File: src/rtl/dec_scan_pkg.sv
// Shared types and helpers for the dec_scan_n address decoder / display scanner.
// onehot() is sized for the widest supported address; callers cast the result to their width.
package dec_scan_pkg;

    typedef enum logic [1:0] {
        IDLE   = 2'd0,
        DECODE = 2'd1,
        SCAN   = 2'd2
    } state_t;

    localparam logic MODE_DECODE = 1'b0;
    localparam logic MODE_SCAN   = 1'b1;

    // Largest address width any instance may use (ADDR_W <= MAX_ADDR_W)
    localparam int MAX_ADDR_W = 8;
    localparam int MAX_OUT_W  = 2 ** MAX_ADDR_W;

    function automatic logic [MAX_OUT_W-1:0] onehot(input logic [MAX_ADDR_W-1:0] addr);
        logic [MAX_OUT_W-1:0] vec;
        vec       = '0;
        vec[addr] = 1'b1;
        return vec;
    endfunction

endpackage

File: src/rtl/tick_div.sv
// Prescaler: counts 0..DIV-1 and flags the last count; a synchronous clear restarts the phase.
// Suitable for any display-refresh timebase, not only the scanner.
module tick_div #(
    parameter int DIV = 4
) (
    input  logic clk,
    input  logic rst_n,
    input  logic clear,
    output logic tick
);

    localparam int CNT_W = (DIV > 1) ? $clog2(DIV) : 1;
    localparam logic [CNT_W-1:0] LAST_CNT = CNT_W'(DIV - 1);

    logic [CNT_W-1:0] count;

    always_ff @(posedge clk or negedge rst_n) begin
        if (!rst_n) begin
            count <= '0;
        end else if (clear || count == LAST_CNT) begin
            count <= '0;
        end else begin
            count <= count + CNT_W'(1);
        end
    end

    assign tick = (count == LAST_CNT);

endmodule

File: src/rtl/dec_scan_n.sv
// Registered address decoder with a prescaled scan mode that walks the active line 0..LAST.
// All outputs are registered; dout is always the decode of the value idx takes on the same edge.
module dec_scan_n
    import dec_scan_pkg::*;
#(
    parameter int ADDR_W     = 4,
    parameter int LAST       = 2 ** ADDR_W - 1,
    parameter int DIV        = 4,
    parameter bit ACTIVE_LOW = 1'b0,
    localparam int OUT_W     = 2 ** ADDR_W
) (
    input  logic              clk,
    input  logic              rst_n,
    input  logic              en,
    input  logic              mode,
    input  logic [ADDR_W-1:0] addr,
    input  logic              load,
    output logic [OUT_W-1:0]  dout,
    output logic [ADDR_W-1:0] idx,
    output logic              valid,
    output logic              wrap
);

    localparam logic [ADDR_W-1:0] LAST_IDX = ADDR_W'(LAST);
    localparam logic [OUT_W-1:0]  INACTIVE = {OUT_W{ACTIVE_LOW}};

    state_t            state, next_state;
    logic              scan_restart;
    logic              pre_clear;
    logic              tick;
    logic [ADDR_W-1:0] start_idx;
    logic [ADDR_W-1:0] idx_next;
    logic              valid_next;
    logic              wrap_next;
    logic [OUT_W-1:0]  decoded;

    // Entering scan or a load restarts the walk from addr; any other state keeps the prescaler at 0
    assign scan_restart = (next_state == SCAN) && ((state != SCAN) || load);
    assign pre_clear    = (next_state != SCAN) || scan_restart;
    assign start_idx    = (addr > LAST_IDX) ? '0 : addr;

    tick_div #(.DIV(DIV)) u_tick_div (
        .clk   (clk),
        .rst_n (rst_n),
        .clear (pre_clear),
        .tick  (tick)
    );

    always_comb begin
        next_state = IDLE;
        if (en) begin
            next_state = (mode == MODE_SCAN) ? SCAN : DECODE;
        end
    end

    always_comb begin
        idx_next   = idx;
        valid_next = 1'b0;
        wrap_next  = 1'b0;
        case (next_state)
            DECODE: begin
                idx_next   = addr;
                valid_next = 1'b1;
            end
            SCAN: begin
                valid_next = 1'b1;
                if (scan_restart) begin
                    idx_next = start_idx;
                end else if (tick) begin
                    if (idx == LAST_IDX) begin
                        idx_next  = '0;
                        wrap_next = 1'b1;
                    end else begin
                        idx_next = idx + ADDR_W'(1);
                    end
                end
            end
            default: idx_next = idx;
        endcase
        decoded = valid_next ? OUT_W'(onehot(MAX_ADDR_W'(idx_next))) : '0;
    end

    always_ff @(posedge clk or negedge rst_n) begin
        if (!rst_n) begin
            state <= IDLE;
            idx   <= '0;
            valid <= 1'b0;
            wrap  <= 1'b0;
            dout  <= INACTIVE;
        end else begin
            state <= next_state;
            idx   <= idx_next;
            valid <= valid_next;
            wrap  <= wrap_next;
            dout  <= ACTIVE_LOW ? ~decoded : decoded;
        end
    end

endmodule

File: config.mk
export PLATFORM = sky130hd
export DESIGN_NAME = dec_scan_n
export DESIGN_NICKNAME = d
export VERILOG_FILES = /design/src/rtl/dec_scan_pkg.sv /design/src/rtl/tick_div.sv /design/src/rtl/dec_scan_n.sv
export SDC_FILE = /design/constraint.sdc
export NUM_CORES = 1
export LEC_CHECK = 0
export BUFFER_PORTS_ARGS = -buffer_cell sky130_fd_sc_hd__buf_2
export CAP_MARGIN = 0
export CELL_PAD_IN_SITES_DETAIL_PLACEMENT = 0
export CELL_PAD_IN_SITES_GLOBAL_PLACEMENT = 1
export CORE_ASPECT_RATIO = 0.8
export CORE_MARGIN = 2
export CORE_UTILIZATION = 40
export DETAILED_ROUTE_END_ITERATION = 8
export GPL_ROUTABILITY_DRIVEN = 0
export PLACE_DENSITY = 0.78
export SLEW_MARGIN = 20
export SYNTH_ARGS = -nofsm -noshare
export SYNTH_HDL_FRONTEND = slang
export SYNTH_HIERARCHICAL = 1
export SYNTH_SLANG_ARGS = --single-unit
File: constraint.sdc
create_clock -name clk -period 2.7 [get_ports clk]
set_clock_uncertainty 0.1 [all_clocks]
set_input_delay 0.675 -clock clk [delete_from_list [all_inputs] [get_ports clk]]
set_output_delay 0.675 -clock clk [all_outputs]
set_load 0.05 [all_outputs]
==> reports/metrics.csv <==
stage,metric,value,unit
timing,# setup viols final,0,
clock_network,Post-CTS Setup Inserts,0,
timing,RSZ-0062 raised after global routing,no,
drt,Routed Wire Length,2150,microns
synth,syn avg cell area,12.9,sq um
synth,Synth Flop Type,dfrtp_1,
die,Die Area,0.00325,sq mm
clock_network,worst skew pair latency,0.31,ns
synth,"FFs w/ async S/R, synth",100,%
die,Die Wd,63.2,microns
timing,crit share post-route,75.7,%
cells_and_area,final net count,129,
synth,Synth area leaders,"dfrtp_1 (58%), nor4_1 (4.5%), nor3_1 (4.0%)",
synth,Yosys reg bits,26,
synth,Synth cell types,33,
synth,synthesized instance count,87,
global_route,gr usage total,15.2,%
clock_network,CTS buffer count,3,
synth,Mapped Nets,98,
die,die height,51.4,microns
timing,Fmax,489,MHz
timing,worst slew pin tran,0.563,ns
place,PortBufs,30,
timing,crit path time final,2.04,ns
clock_network,post-cts resize count,0,
clock_network,CTS Buffer Depth,2,
die,core area,0.00272,sq mm
drt,Residual DRC,0,
synth,most common cell in the netlist,dfrtp_1,
timing,Hold WS,0.231,ns
synth,adder-cell share of the synthesized area,2.23,%
synth,Synth Area in XOR/XNOR,0,%
synth,Syn Std Cell Area,0.00112,sq mm
drt,DR WL/cell,13.9,microns
critical_path,CP required,2.81,ns
critical_path,critical path class,input pin to register,
synth,post-synthesis sequential area ratio,58.0,%
clock_network,CTS tree,done,
timing,Final Hold Fails,0,
synth,Post-Synth Simple-Gate Area,19.1,%
drt,number of vias per cell,4.99,
place,Final HPWL DP,1590,microns
hold_path,Hold Path Class,input pin to asynchronous set/reset pin,
timing,max_slew headroom,62.5,%
global_route,first-pass GRT wire length,3820,microns
synth,Ys Warns,6,
cells_and_area,final core occ,48.0,%
power_and_ir_drop,maximum vdd drop,0.361,mV
clock_network,clk root buf,clkbuf_4,
die,Boundary Pins,31,
clock_network,"CTS clk-pin slew, worst paths",0.13,ns
cells_and_area,Area growth syn-to-layout,16.4,%
synth,top post-synthesis cells by count,"dfrtp_1 (26), nor3_1 (9), nor4_1 (8), nand2_1 (6)",
timing,"Slew Viols, Final",0,
critical_path,crit path DAT,2.16,ns
synth,mux share of post-synthesis cell area,5.46,%
die,Core Rows,17,
power_and_ir_drop,P per Cell Area,568,mW/mm^2
global_route,gr ovfl total,0,
timing,setup TNS,0,ns
synth,post-synthesis compound-gate area fraction,8.03,%
clock_network,CTS sink count,26,
cells_and_area,layout cell share with drive strength beyond 1,41.0,%
synth,"EDFF count, synth",0,
global_route,largest net degree at the start of global routing,27,
global_route,initial antenna violation count,0,
synth,Synth area leader,dfrtp_1,
synth,largest family of logic cells by synthesized area,simple AND/OR/NAND/NOR gates,
power_and_ir_drop,total power,0.742,mW
drt,post-route ant nets,0,
clock_network,cts hold-fix bufs,0,
power_and_ir_drop,Pleak,0.641,nW
critical_path,CP Capture Type,register,
critical_path,worst-path fanout max,12,
critical_path,kind of start point of the critical path,input pin,
drt,First-pass DRT Iterations,4,
job,Max-cap violations,0,
global_route,number of global-route vias before repair,821,
drt,number of DRC markers in iteration 0,25,
clock_network,H-Tree Depth,1,
drt,vias after detailed routing,773,
outcome,status,"complete, no violations",
die,Initial Util,41.2,%
cells_and_area,diode count,0,
synth,Synth top area share,58.0,%
## power breakdown
group	internal (mW)	leakage, nW	switching [mW]
Combinational	0.0360	0.273	0.101
Clock	0.0824	0.0210	0.109
Sequential	0.403	0.347	0.0107
## cell type report
cell class,count,area (sq um)
flip-flops and latches,26,651
fillers,270,1420
well taps,38,47.5
inverters,5,23.8
multi-input cells,51,390
repair buffers,31,158
clock buffers,4,36.3
## registers in the layout, summed over array words and instances (netlist names)
signal	cells
idx	4
wrap	1
u_tick_div/count	2
valid	1
dout	16
state	2
## cells by family after synthesis
family,after synthesis
and+or+nand+nor,35
adders and majority gates,2
buffers and inverters,10
DFF,26
muxes,5
AOI/OAI and AO/OA,9
## metrics by stage
stage | setup WS (ns) | std cells | cell area, sq um
after global placement | 0.362 | 151 | 1270
after detailed placement | 0.319 | 151 | 1270
after global routing | 0.521 | 155 | 1310
after CTS | 0.670 | 155 | 1310
final | 0.656 | 155 | 1310
after floorplan | 0.639 | 87 | 1120
## worst paths after layout
| path | start | endpoint | slack [ns] | depth (start not counted) |
|---|---|---|---|---|
| setup / recovery | load | dout[2]$_DFF_PN0_ | 0.66 | 5 |
| min in group clk | u_tick_div/count[0]$_DFF_PN0_ | u_tick_div/count[0]$_DFF_PN0_ | 0.37 | 1 |
| max in group asynchronous | rst_n | state[0]$_DFF_PN0_ | 1.90 | 1 |
| setup reg to reg | u_tick_div/count[0]$_DFF_PN0_ | dout[2]$_DFF_PN0_ | 0.69 | 6 |
| hold / removal | rst_n | u_tick_div/count[1]$_DFF_PN0_ | 0.23 | 1 |
| hold reg to reg | u_tick_div/count[0]$_DFF_PN0_ | u_tick_div/count[0]$_DFF_PN0_ | 0.37 | 1 |
## worst max-delay path: stages
cell      delay (ns)
buf_2           0.09
and4bb_4        0.42
mux2_4          0.34
o22a_1          0.29
nor4_1          0.34
## layout by cell type (no fill, tap or decap), types with 2 or more instances in the layout
cell        n
nand2_1     6
nor2_1      2
buf_2      30
a21oi_2     2
nor4_1      8
ha_1        2
mux2_2      2
o2111ai_1   2
clkbuf_4    3
inv_1       3
nor3_1      9
dfrtp_1    26
## per-layer routing
metal	wire length [microns]	up-vias	track usage, %
met2	1010	19	25.7
met4	17	0	2.17
met1	1040	378	20.0
met5	0	-	0
li1	-	374	-
met3	85	2	4.41
(Power assumes the default switching activity.)
